`src/rtl/adder_rr_pipe_if.sv`:
```
// Tagged FIFO bank handshakes used between arithmetic actors.
// The actor side writes results and pops operand heads.
interface write_interface #(
  parameter int WIDTH = 28
) ();
  logic [WIDTH-1:0] din;
  logic             write;
  logic             full;

  modport actor (
    output din,
    output write,
    input  full
  );

  modport fifo (
    input  din,
    input  write,
    output full
  );
endinterface

interface read_interface #(
  parameter int WIDTH = 28,
  parameter int FLUX  = 2
) ();
  logic [WIDTH-1:0] dout;
  logic [FLUX-1:0]  empty;
  logic [FLUX-1:0]  read;

  modport actor (
    input  dout,
    input  empty,
    output read
  );

  modport fifo (
    output dout,
    output empty,
    input  read
  );
endinterface

```
`src/rtl/adder_rr_pipe.sv`:
```
// Multi-flux add/sub actor: round-robin flux grant, one registered
// output slot, optional saturation and sticky per-flux overflow.
module adder_rr_pipe #(
  parameter int              FLUX       = 2,
  parameter int              DATA_WIDTH = 27,
  parameter logic [FLUX-1:0] SUB_MASK   = '0,
  parameter bit              SATURATE   = 1'b0
) (
  input  logic            clk,
  input  logic            rst,
  write_interface.actor   write_port,
  read_interface.actor    read_port_A,
  read_interface.actor    read_port_B,
  output logic [FLUX-1:0] ovf
);
  localparam int TAG_WIDTH = $clog2(FLUX);
  localparam int WIDTH     = DATA_WIDTH + TAG_WIDTH;
  localparam int DW        = DATA_WIDTH;

  logic [FLUX-1:0]      elig;
  logic                 can_acc;
  logic                 found;
  logic                 grant;
  logic [TAG_WIDTH-1:0] g;
  logic [TAG_WIDTH-1:0] last_q;
  logic                 out_valid_q;
  logic [WIDTH-1:0]     out_data_q;
  logic [WIDTH-1:0]     out_data_d;
  logic [FLUX-1:0]      ovf_q;
  logic [FLUX-1:0]      rd_d;
  logic signed [DW:0]   a_x;
  logic signed [DW:0]   b_x;
  logic signed [DW:0]   sum;
  logic                 ovf_hit;
  logic [DW-1:0]        res;

  assign elig    = ~read_port_A.empty & ~read_port_B.empty;
  assign can_acc = ~out_valid_q | ~write_port.full;

  // Search starts just after the last served flux.
  always_comb begin
    found = 1'b0;
    g     = '0;
    for (int k = 1; k <= FLUX; k++) begin
      if (!found &&
          elig[TAG_WIDTH'((int'(last_q) + k) % FLUX)]) begin
        found = 1'b1;
        g     = TAG_WIDTH'((int'(last_q) + k) % FLUX);
      end
    end
  end

  assign grant = found & can_acc & ~rst;

  always_comb begin
    rd_d = '0;
    if (grant) rd_d[g] = 1'b1;
  end

  assign read_port_A.read = rd_d;
  assign read_port_B.read = rd_d;

  always_comb begin
    a_x = {read_port_A.dout[DW-1], read_port_A.dout[DW-1:0]};
    b_x = {read_port_B.dout[DW-1], read_port_B.dout[DW-1:0]};
    sum = SUB_MASK[g] ? a_x - b_x : a_x + b_x;
    ovf_hit = sum[DW] ^ sum[DW-1];
    res = sum[DW-1:0];
    if (SATURATE && ovf_hit) begin
      res = sum[DW] ? {1'b1, {(DW-1){1'b0}}}
                    : {1'b0, {(DW-1){1'b1}}};
    end
    out_data_d = {g, res};
  end

  always_ff @(posedge clk) begin
    if (rst) begin
      out_valid_q <= 1'b0;
      out_data_q  <= '0;
      last_q      <= TAG_WIDTH'(FLUX - 1);
      ovf_q       <= '0;
    end else begin
      if (grant) begin
        out_valid_q <= 1'b1;
        out_data_q  <= out_data_d;
        last_q      <= g;
        if (ovf_hit) ovf_q[g] <= 1'b1;
      end else if (write_port.write) begin
        out_valid_q <= 1'b0;
      end
    end
  end

  // A result held across reset is dropped, never written.
  assign write_port.write = out_valid_q & ~write_port.full & ~rst;
  assign write_port.din   = (out_valid_q & ~rst) ? out_data_q : '0;
  assign ovf              = ovf_q;

endmodule

```
`src/flat_wrapper.sv`:
```
// flat-port wrapper written by rule: the top's interface ports become plain ports
module adder_rr_pipe_flat 
#(
  parameter int              FLUX       = 2,
  parameter int              DATA_WIDTH = 27,
  parameter logic [FLUX-1:0] SUB_MASK   = '0,
  parameter bit              SATURATE   = 1'b0
)
  (clk, rst, ovf, write_port_din, write_port_write, write_port_full, read_port_A_dout, read_port_A_empty, read_port_A_read, read_port_B_dout, read_port_B_empty, read_port_B_read);
  write_interface #(.WIDTH((28))) write_port_i ();
  read_interface #(.WIDTH((28)), .FLUX(FLUX)) read_port_A_i ();
  read_interface #(.WIDTH((28)), .FLUX(FLUX)) read_port_B_i ();
  input  logic clk;
  input  logic rst;
  output logic [FLUX-1:0] ovf;
  output wire logic [$bits(write_port_i.din)-1:0] write_port_din;
  output wire logic [$bits(write_port_i.write)-1:0] write_port_write;
  input wire logic [$bits(write_port_i.full)-1:0] write_port_full;
  input wire logic [$bits(read_port_A_i.dout)-1:0] read_port_A_dout;
  input wire logic [$bits(read_port_A_i.empty)-1:0] read_port_A_empty;
  output wire logic [$bits(read_port_A_i.read)-1:0] read_port_A_read;
  input wire logic [$bits(read_port_B_i.dout)-1:0] read_port_B_dout;
  input wire logic [$bits(read_port_B_i.empty)-1:0] read_port_B_empty;
  output wire logic [$bits(read_port_B_i.read)-1:0] read_port_B_read;
  assign write_port_din = write_port_i.din;
  assign write_port_write = write_port_i.write;
  assign write_port_i.full = write_port_full;
  assign read_port_A_i.dout = read_port_A_dout;
  assign read_port_A_i.empty = read_port_A_empty;
  assign read_port_A_read = read_port_A_i.read;
  assign read_port_B_i.dout = read_port_B_dout;
  assign read_port_B_i.empty = read_port_B_empty;
  assign read_port_B_read = read_port_B_i.read;
  adder_rr_pipe #(.FLUX(FLUX), .DATA_WIDTH(DATA_WIDTH), .SUB_MASK(SUB_MASK), .SATURATE(SATURATE)) u_core (.clk(clk), .rst(rst), .write_port(write_port_i), .read_port_A(read_port_A_i), .read_port_B(read_port_B_i), .ovf(ovf));
endmodule
```
`config.mk`:
```
export PLATFORM = sky130hd
export DESIGN_NAME = adder_rr_pipe_flat
export DESIGN_NICKNAME = d
export VERILOG_FILES = /design/src/rtl/adder_rr_pipe_if.sv /design/src/rtl/adder_rr_pipe.sv /design/src/flat_wrapper.sv
export SDC_FILE = /design/constraint.sdc
export NUM_CORES = 1
export LEC_CHECK = 0
export BUFFER_PORTS_ARGS = -buffer_cell sky130_fd_sc_hd__buf_2
export CAP_MARGIN = 10
export CORE_MARGIN = 2
export CORE_UTILIZATION = 55
export CTS_CLUSTER_DIAMETER = 30
export DETAILED_ROUTE_END_ITERATION = 8
export PLACE_DENSITY = 0.86
export SLEW_MARGIN = 20
export SYNTH_ARGS = -nofsm -noshare
export SYNTH_HDL_FRONTEND = slang
export SYNTH_SLANG_ARGS = --single-unit
export TNS_END_PERCENT = 100
```
`constraint.sdc`:
```
create_clock -name clk -period 4.96 [get_ports clk]
set_clock_uncertainty 0.2 [all_clocks]
set_input_delay 0.248 -clock clk [delete_from_list [all_inputs] [get_ports clk]]
set_output_delay 0.248 -clock clk [all_outputs]
set_load 0.02 [all_outputs]
```
# ---- After elaboration in Yosys (flattened, before gate mapping)
# Cells that the tools add are included.
dict set report word_totals {
  mem_count 0
  out_inout_bits 35
  in_bits 63
  ff_bits 32
  mem_bits_rw 0
  latch_bits 0
  rom_bits 0
  wordCells 47
}
dict set report op_classes {
  n_reduce_logical 5
  n_shift 0
  n_bitwise 14
  eq_ne 0
  mux 16
  n_mul 0
  n_lt_le_gt_ge 4
  addsub 4
  div_mod_pow 0
}
# op count
set ops {}
lappend ops {{$mux 28} 2}
lappend ops {{$add 27x27->28} 1}
lappend ops {{$sub 27x27->28} 1}
lappend ops {{$mux 1} 12}
lappend ops {{$and 1x1->1} 6}
lappend ops {{$lt 1x3->1 const B} 2}
lappend ops {{$not 1->1} 5}
lappend ops {{$add 1x1->1 const B} 2}
lappend ops {{$logic_and 1x1->1} 2}
lappend ops {{$lt 1x2->1 const B} 1}
lappend ops {{$mux 2} 1}
lappend ops {{$or 2x2->2} 1}
lappend ops {{$reduce_and 2->1} 1}
lappend ops {{$reduce_bool 2->1} 1}
lappend ops {{$demux 1 s1} 1}
lappend ops {{$ge 1x1->1 const B} 1}
lappend ops {{$logic_not 1->1} 1}
lappend ops {{$or 1x1->1} 1}
lappend ops {{$xor 1x1->1} 1}

# ---- Depth between registers and ports, before layout
# Gate-level depths: netlist of run 1.
dict set report logic_depth {
  depth_word 13
  mapped_depth 10
  ltp_nobuf 10
}

# ---- Worst setup path after synthesis of run 1
# OpenSTA, ideal clock, no wires.
dict set report synth_path {
  path_kind {input to register}
  startpoint {input read_port_B_dout[7]}
  endpoint {register u_core.out_data_q[24]}
  arrival_time_ns 2.016
  setup_time_ns 0.117
  stages 8
  slack_ns 2.627
  path_buffers 0
  required_time_ns 4.643
  cell_sequence {ha_1 -> a21oi_1 -> o21ai_0 -> a221o_1 -> o211ai_2 -> a21oi_1 -> or3_1 -> a32o_1}
}
dict set report synth_between {
  elab_chain_len 2
  elab_cells_between_ends 3
  cone_classes {add/sub: 2; mux: 1}
}
# element line_no
set synth_rtl {}
lappend synth_rtl {{start, declared} flat_wrapper.sv:22} ;# input wire logic [$bits(read_port_B_i.dout)-1:0] read_port_B_dout;
lappend synth_rtl {{$add 27x27->28 / $sub 27x27->28 (equally long branches)} adder_rr_pipe.sv:66} ;# sum = SUB_MASK[g] ? a_x - b_x : a_x + b_x;
lappend synth_rtl {{$mux 28 *} adder_rr_pipe.sv:66}
lappend synth_rtl {{end signal, assigned} adder_rr_pipe.sv:85} ;# out_data_q <= out_data_d;
lappend synth_rtl {{end, declared} adder_rr_pipe.sv:27} ;# logic [WIDTH-1:0] out_data_q;
# Mark *: on every way between the ends. The rest lies on a longest branch, timed or not.
# A chain may end at the register's enable or synchronous reset.

# ---- Final worst setup path of run 1
dict set report layout_path {
  startpoint {register u_core.out_valid_q}
  endpoint {output read_port_B_read[0]}
}
dict set report layout_between {
  elab_chain_len 5
}
# element line_no
set layout_rtl {}
lappend layout_rtl {{start, declared} adder_rr_pipe.sv:26} ;# logic out_valid_q;
lappend layout_rtl {{start signal, assigned} adder_rr_pipe.sv:78} ;# out_valid_q <= 1'b0;
lappend layout_rtl {{start signal, assigned} adder_rr_pipe.sv:84} ;# out_valid_q <= 1'b1;
lappend layout_rtl {{start signal, assigned} adder_rr_pipe.sv:89} ;# out_valid_q <= 1'b0;
lappend layout_rtl {{$not 1->1} adder_rr_pipe.sv:38} ;# assign can_acc = ~out_valid_q | ~write_port.full;
lappend layout_rtl {{$or 1x1->1} adder_rr_pipe.sv:38}
lappend layout_rtl {{$and 1x1->1 (2 in series)} adder_rr_pipe.sv:53} ;# assign grant = found & can_acc & ~rst;
lappend layout_rtl {{$mux 2} adder_rr_pipe.sv:57} ;# if (grant) rd_d[g] = 1'b1;
lappend layout_rtl {{end, declared} flat_wrapper.sv:24} ;# output wire logic [$bits(read_port_B_i.read)-1:0] read_port_B_read;
# Every way passes these cells.

==> results of run 1 <==
[registers in the layout (all words and copies together), names as in the netlist]
signal / flops
u_core.last_q: 1
u_core.out_valid_q: 1
u_core.out_data_q: 28
u_core.ovf: 2
[synth_stat cells, drive strengths merged (3+ instances only)]
cell type | n | share of area
a211o | 3 | 0.0091
a21boi | 4 | 0.010
a21o | 10 | 0.026
a21oi | 47 | 0.084
a32o | 4 | 0.014
and2 | 31 | 0.067
and3 | 3 | 0.0069
buf | 9 | 0.026
clkbuf | 12 | 0.019
dfxtp | 32 | 0.22
ha | 27 | 0.12
inv | 12 | 0.016
nand2 | 58 | 0.075
nand2b | 3 | 0.0065
nand3 | 5 | 0.0086
nand3b | 8 | 0.021
nand4 | 5 | 0.011
nor2 | 20 | 0.026
nor2b | 8 | 0.017
nor3 | 5 | 0.0086
o211ai | 3 | 0.0095
o21a | 3 | 0.0078
o21ai | 19 | 0.033
o21bai | 3 | 0.0078
o22ai | 3 | 0.0065
or3 | 6 | 0.013
xnor2 | 8 | 0.024
xor2 | 5 | 0.015
[cells by family after synthesis]
logic type | after synthesis | share of synthesized area
adders and majority gates | 28 | 0.124
AOI/OAI and AO/OA | 115 | 0.264
buffers and inverters | 33 | 0.0609
DFF | 32 | 0.221
muxes | 1 | 0.00346
xor gates and xnor gates | 13 | 0.0393
and+or+nand+nor | 162 | 0.288
[report_power, final]
| group | total [µW] | switching [µW] | internal, µW |
|---|---|---|---|
| clock | 272 | 94.6 | 177 |
| sequential | 285 | 9.22 | 276 |
| combinational | 270 | 155 | 116 |
[layer usage]
| metal | vias up | global-route usage | wire length, µm |
|---|---|---|---|
| met5 | - | 0 | 0 |
| met4 | 0 | 0.0509 | 71 |
| met3 | 12 | 0.0379 | 440 |
| met2 | 124 | 0.405 | 3450 |
| met1 | 1407 | 0.310 | 3170 |
| li1 | 1520 | - | - |
[layout make-up]
class	instances	area, µm²
Fill cell	455	1660
Multi-Input combinational cell	319	2080
Timing Repair Buffer	94	473
Inverter	12	45.0
Clock inverter	1	30.0
Tap cell	70	87.6
Sequential cell	32	641
Clock buffer	7	96.3
[stage by stage]
stage	hold slack, ns	instances	power, µW
floorplan	0.193	384	491
global placement	0.235	527	545
detailed placement	0.240	527	556
CTS	0.0490	535	824
global route	0.0658	535	869
finish	0.0452	535	827
[worst min path at each step]
stage	startpoint	endpoint	slack (ns)	cells after the start
global route	write_port_full	u_core.out_valid_q$_SDFFE_PP0P_	0.07	3
CTS	write_port_full	u_core.out_valid_q$_SDFFE_PP0P_	0.05	3
finish	write_port_full	u_core.out_valid_q$_SDFFE_PP0P_	0.05	3
floorplan	write_port_full	u_core.out_valid_q$_SDFFE_PP0P_	0.19	2
global placement	u_core.out_data_q[2]$_SDFFE_PP0P_	u_core.out_data_q[2]$_SDFFE_PP0P_	0.24	2
detailed placement	u_core.out_data_q[2]$_SDFFE_PP0P_	u_core.out_data_q[2]$_SDFFE_PP0P_	0.24	2
[worst max-delay path, stage by stage (launching register included)]
cell,delay (ns)
dfxtp_1,0.32
nand2_1,0.06
nand2_1,0.53
nor2_1,0.63
nand2_1,0.14
inv_1,0.08
buf_2,0.16
==> out/metrics.yaml, run 1 <==
cp-endpoint: "read_port_B_read[0]"
cts_max_level: 2
die_y_um: 76.6
tightest_slew_ns: 0.941
antenna_left: 0
fin_setup_tns_ns: 0
routed_via_density: 5.73
antenna_found_initial: 0
fp-row-count: 26
cts.sinks: 32
clk_path_buf_depth: 2
critPathKind: "reg2out"
insertion_delay_ns: 0.28
post-cts-setup-buffers: 0
grt_max_degree: 36
syn_nets: 475
gr-total-overflow: 0
cts-buffers-inserted: 5
syn_area_per_cell_um2: 7.54
worst_r2r_endpoint: "u_core.out_data_q[23]$_SDFFE_PP0P_"
synthFlopType: "dfxtp_1"
powerDensity_nw_per_um2: 240
grt_pass1_vias: 2711
start_util: 0.567
syn_inst: 384
numPortBuffers: 93
drv_cap: 0
cp_data_arrival_time_ns: 2.21
cp_max_fo: 29
critPathLaunchType: "register"
finalInstanceArea_um2: 3450
reg2reg_slack_ns: 2.62
synthesis.area_um2: 2900
hp-class: "in2reg"
endpoint_kind: "output port"
r2r_cells: 6
dieArea_um2: 5860
drive_gt1_frac: 0.247
synthArstFlopShare: 0
synthDistinctLibCells: 61
wl_per_cell_um: 13.3
layout_common_cells: "buf_2 (93), nand2_1 (58), a21oi_1 (45), dfxtp_1 (32), and2_1 (31)"
nets: 555
setup_slack_ns: 2.31
hold_viol_final: 0
cts_tree: "done"
p_leak_uw: 0.00163
synth-edff-count: 0
max_freq_mhz: 377
path_clk_slew_ns: 0.06
ir_worst_vdd_mv: 0.129
die_x_um: 76.6
slew_headroom: 0.371
status: "finished clean"
ios: 98
first_iter_violations: 153
core_area_um2: 5110
utilization: 0.676
routed_wl_um: 7140
dpl.hpwl_um: 5550
dp_slack_ns: 2.17
vias: 3063
slew_violations: 0
period_needed_ns: 2.65
place_congestion: 0.903
yosys_warnings: 0
postPlaceCellArea_um2: 3330
reg2reg_from: "u_core.out_valid_q$_SDFFE_PP0P_"
final_common_cell: "buf_2"
required_ns: 4.51
area_delta_synth_final_pct: 19.2
track_usage: 0.235
grt_first_pass_wirelength_um: 11700
cts_hold_buf: 0
cts_resized: 0
grt_setup_unrepaired: "false"
yosys_register_bits: 32
setup_viol: 0
min_period_over_period: 0.535
diodes: 0
drtPass1Iterations: 4
cts-root-buf: "clkbuf_8"
worstSetupStartpoint: "u_core.out_valid_q$_SDFFE_PP0P_"
drc: 0
yosysSeqAreaShare: 0.221
(Power assumes the default switching activity.)
==> inputs of run 2 (changes only) <==
ABC_AREA = 1   (was unset)
CORE_UTILIZATION = 52   (was 55)
PLACE_DENSITY = 0.81   (was 0.86)
clock period = 2.7 ns   (was 4.96 ns; I/O delays follow)
==> run 2 against run 1 <==
  * Die area up 12%
  * Hold slack lost 0.038 ns
  * Critical path type is now in2reg
  * Combinational power up 100%
  * Sequential share of layout area is 1.4 points lower
  * Critical path depth increased by 8
  * Total power up 73%
  * First-iteration DRC count is 18% lower
  * Count of clock-buffer cells in the layout up 1
  * Wire length up 13%
  * Via count grew 13%
  * Setup slack worse by 1.9 ns
==> out/metrics.yaml, run 2 <==
die_y_um: 80.9
fp-row-count: 28
cts.sinks: 32
largest_reg_flops: 28
synth_area_leaders: "dfxtp_1 (21%), nand2_1 (16%), inv_1 (12%)"
max_freq_mhz: 430
clk_path_buf_depth: 2
area_delta_synth_final_pct: 21.6
dieArea_um2: 6550
die_x_um: 80.9
p_leak_uw: 0.00210
p_switching_uw: 509
cts-root-buf: "clkbuf_8"
final_common_cell: "nand2_1"
pwr-share-seq: 0.360
synthDistinctLibCells: 35
drive_gt1_frac: 0.199
cp_max_fo: 5
endpoint_kind: "register"
drtPass1Iterations: 5
tightest_slew_ns: 0.488
yosysMostFrequentCell: "nand2_1"
drv_cap: 0
min_period_over_period: 0.860
yosys.area.top_type_share: 0.208
dpl.hpwl_um: 6640
synth-edff-count: 0
slew_headroom: 0.674
diodes: 0
setup_viol: 0
critPathLaunchType: "input port"
vias: 3463
syn_area_per_cell_um2: 5.90
cts_resized: 0
drc: 0
clockPowerShare: 0.255
period_needed_ns: 2.32
yosysSeqAreaShare: 0.208
grt_pass1_vias: 3066
synthFlopType: "dfxtp_1"
synth_commonest_cells: "nand2_1 (134), inv_1 (100), nor2_1 (69)"
grt_max_degree: 19
gr-total-overflow: 0
path_clk_slew_ns: 0.06
wl_per_cell_um: 11.6
critPathKind: "in2reg"
routed_via_density: 5.00
hold_viol_final: 0
share_comb_of_total_power: 0.385
routed_wl_um: 8050
antenna_left: 0
synthArstFlopShare: 0
synthesis.area_um2: 3080
first_iter_violations: 126
antenna_found_initial: 0
syn_inst: 521
layout_common_cells: "nand2_1 (134), inv_1 (100), buf_2 (93), nor2_1 (69), a21oi_1 (37)"
numPortBuffers: 93
yosys_warnings: 0
nets: 708
largest-register: "u_core.out_data_q"
hp-class: "in2reg"
powerDensity_nw_per_um2: 383
cts_max_level: 2
grt_first_pass_wirelength_um: 13300
cts-buffers-inserted: 5
core_area_um2: 5820
start_util: 0.529
track_usage: 0.253
yosys_register_bits: 32
ir_worst_vdd_mv: 0.294
place_congestion: 0.905
switching_share: 0.355
power_uw: 1430
ios: 98
cts_tree: "done"
required_ns: 2.73
fin_setup_tns_ns: 0
slew_violations: 0
grt_setup_unrepaired: "false"
cp_data_arrival_time_ns: 2.35
insertion_delay_ns: 0.28
synth.largest_area_cell: "dfxtp_1"
syn_nets: 612
p_int_uw: 925
status: "finished clean"
[run 2: cell count changes after synthesis, moves of 6 or more]
cell | previous run | this run
nand3_1 | 5 | 29
a21o_1 | 10 | 3
nor2_1 | 20 | 69
inv_1 | 12 | 100
clkbuf_1 | 11 | 5
o22ai_1 | 3 | 11
a21oi_1 | 45 | 37
nand2_1 | 58 | 134
nand3b_1 | 8 | 1
or3_1 | 6 | 0
nor2b_1 | 8 | 0
and2_1 | 31 | 1
[run 2: path summary, 6_finish.rpt]
check | startpoint | end | slack [ns] | cells past startpoint
worst min-delay path | read_port_B_dout[0] | u_core.out_data_q[0]$_SDFFE_PP0P_ | 0.007 | 4
worst max-delay path | read_port_A_dout[0] | u_core.out_data_q[22]$_SDFFE_PP0P_ | 0.38 | 14
worst min register to register | u_core.ovf[1]$_SDFFE_PP0P_ | u_core.ovf[1]$_SDFFE_PP0P_ | 0.26 | 2
worst max register to register | u_core.out_valid_q$_SDFFE_PP0P_ | u_core.out_data_q[15]$_SDFFE_PP0P_ | 0.89 | 9
[run 2: cells by family after synthesis]
family | synth area share
adders and majority gates | 0.116
DFF | 0.208
AOI/OAI and AO/OA | 0.154
buffers and inverters | 0.143
xor gates and xnor gates | 0.0313
and+or+nand+nor | 0.347
[run 2: power groups by stage]
stage | Sequential, µW | Combinational [µW] | Clock, µW
floorplan | 525 | 392 | 0
global route | 518 | 621 | 391
CTS | 516 | 545 | 372
detailed placement | 526 | 537 | 0
global placement | 525 | 525 | 0
finish | 516 | 552 | 365
[run 2: worst max-delay path, cell delays in order]
cell and delay, ns:
dlygate4sd3_1 0.52, buf_2 0.10, ha_1 0.16, inv_1 0.06
fa_1 0.41, o21bai_2 0.27, nand2_1 0.08, nand2_1 0.14
nand3_1 0.14, nand3_1 0.13, nand2_1 0.05, nand3_1 0.06
nand2_1 0.05, inv_1 0.04
[run 2: area by class of cell]
cell class	instances	area, µm²
clock buffers	8	90.1
fillers	587	2080
inverters	102	383
multi-input cells	375	2000
flip-flops and latches	32	641
well taps	75	93.8
repair buffers	101	536
[run 2: timing repair]
| item | in CTS | in global routing |
|---|---|---|
| endpoints found under the hold margin | 2 | 0 |
| hold buffers | 4 | 0 |
| setup buffers | 0 | 0 |
[run 2: layer usage]
| layer | vias to the layer above | wire (µm) | GRT usage |
|---|---|---|---|
| met5 | - | 0 | 0 |
| met4 | 0 | 173 | 0.0915 |
| met3 | 16 | 376 | 0.0156 |
| met2 | 107 | 3650 | 0.430 |
| met1 | 1514 | 3840 | 0.339 |
| li1 | 1826 | - | - |
[run 2: per-stage QoR]
step           instances  area, µm²   util  hold WS, ns  setup WS (ns)
2_1_floorplan        521       3080      -       0.0998          0.967
3_3_place_gp         681       3610  0.620        0.191          0.694
3_5_place_dp         681       3610  0.620        0.201          0.658
4_1_cts              693       3740  0.643      0.00960          0.411
5_1_grt              693       3740  0.643       0.0459          0.212
6_report             693       3740  0.643      0.00687          0.377
==> inputs of run 3 (changes only) <==
REMOVE_ABC_BUFFERS = 1   (was unset)
==> run 3 against run 2 <==
  * Non-clock buffer count rose by 2
  * Combinational power rose by 0.7%
  * Final area rose by 1.0%
  * First-iteration DRC count rose by 28%
  * Setup slack improved by 0.011 ns
  * Die area did not move
  * Sequential cell count did not move
  * Critical path depth fell by 5
  * Wire length rose by 2.6%
==> out/metrics.yaml, run 3 (same netlist as run 2, synthesis figures left out) <==
max_freq_mhz: 433
hp-class: "in2reg"
grt_first_pass_wirelength_um: 13700
grt_setup_unrepaired: "false"
min_period_over_period: 0.856
drc: 0
path_clk_slew_ns: 0.07
status: "finished clean"
drive_gt1_frac: 0.203
required_ns: 2.37
p_leak_uw: 0.00211
ios: 98
cts_resized: 0
routed_wl_um: 8260
grt_pass1_vias: 3231
final_common_cell: "nand2_1"
fin_setup_tns_ns: 0
slew_headroom: 0.622
seq_area_um2: 641
first_iter_violations: 161
worstSetupStartpoint: "read_port_B_empty[0]"
worst_r2r_endpoint: "u_core.out_data_q[6]$_SDFFE_PP0P_"
vias: 3485
place_congestion: 0.936
setup_slack_ns: 0.388
powerDensity_nw_per_um2: 408
cp-endpoint: "read_port_A_read[0]"
post-cts-setup-buffers: 0
wl_per_cell_um: 11.9
cts_max_level: 2
track_usage: 0.266
period_needed_ns: 2.31
reg2reg_from: "u_core.out_valid_q$_SDFFE_PP0P_"
hold_slack_ns: 0.00354
cp_max_fo: 12
finalInstanceArea_um2: 3780
setup_viol: 0
core_area_um2: 5820
ir_worst_vdd_mv: 0.237
gr-total-overflow: 0
hold_viol_final: 0
multi_input_area_um2: 2000
die_x_um: 80.9
dp_slack_ns: 0.628
largest-register: "u_core.out_data_q"
grt_max_degree: 20
start_util: 0.529
routed_via_density: 5.01
critPathKind: "in2out"
clk_path_buf_depth: 2
drv_cap: 0
dpl.hpwl_um: 6870
critPathLaunchType: "input port"
insertion_delay_ns: 0.29
area_delta_synth_final_pct: 22.8
postPlaceCellArea_um2: 3620
diodes: 0
cts_tree: "done"
fp-row-count: 28
numPortBuffers: 93
die_y_um: 80.9
tightest_slew_ns: 0.566
r2r_cells: 9
dieArea_um2: 6550
cts-root-buf: "clkbuf_8"
cts-buffers-inserted: 5
n_fill_cell: 587
reg2reg_slack_ns: 0.89
layout_common_cells: "nand2_1 (134), inv_1 (100), buf_2 (93), nor2_1 (69), a21oi_1 (37)"
cts.sinks: 32
drtPass1Iterations: 4
slew_violations: 0
nets: 710
antenna_left: 0
endpoint_kind: "output port"
largest_reg_flops: 28
power_uw: 1540
antenna_found_initial: 0
cp_data_arrival_time_ns: 1.98
run 3: how the worst min path moves through the flow:
stage	from	end	slack [ns]	cells after the start
floorplan	rst	u_core.ovf[0]$_SDFFE_PP0P_	-0.003	1
detailed placement	read_port_B_empty[0]	u_core.out_valid_q$_SDFFE_PP0P_	0.23	4
global placement	read_port_B_empty[0]	u_core.out_valid_q$_SDFFE_PP0P_	0.19	4
CTS	rst	u_core.ovf[1]$_SDFFE_PP0P_	0.0007	2
global route	rst	u_core.ovf[1]$_SDFFE_PP0P_	0.005	2
finish	rst	u_core.ovf[1]$_SDFFE_PP0P_	0.004	2
run 3: per-stage QoR:
stage | cells | utilization
detailed placement | 682 | 0.622
finish | 695 | 0.650
floorplan | 509 | -
CTS | 695 | 0.650
global placement | 682 | 0.622
global route | 695 | 0.650
run 3: per-layer routing:
metal,global-route usage,vias to the layer above,share of wire
met5,0,-,0
li1,-,1823,-
met2,0.463,108,0.46
met1,0.336,1537,0.47
met3,0.0389,17,0.058
met4,0.0847,0,0.022
run 3: timing repair:
item / 4_1_cts / 5_1_grt
hold endpoints to repair: 2 / 0
hold buffers: 5 / 0
endpoints found under the setup margin: 0 / 0
run 3: power breakdown:
group / internal, µW / switching, µW / total, µW
Combinational: 214 / 342 / 556
Clock: 273 / 197 / 470
Sequential: 506 / 9.74 / 516
Total: 993 / 549 / 1540
run 3: cell type report:
class                   count  area share
flip-flops and latches     32       0.170
multi-input cells         375       0.528
repair buffers            103       0.146
inverters                 102       0.101
clock inverters             3      0.0113
clock buffers               5      0.0182
well taps                  75      0.0248
run 3: worst max-delay path, stage by stage:
cell           delay (ns)
dlygate4sd3_1        0.53
buf_2                0.12
nor2_1               0.15
nand2_1              0.07
buf_4                0.18
nor2_1               0.12
inv_1                0.18
nor2_1               0.26
buf_2                0.22
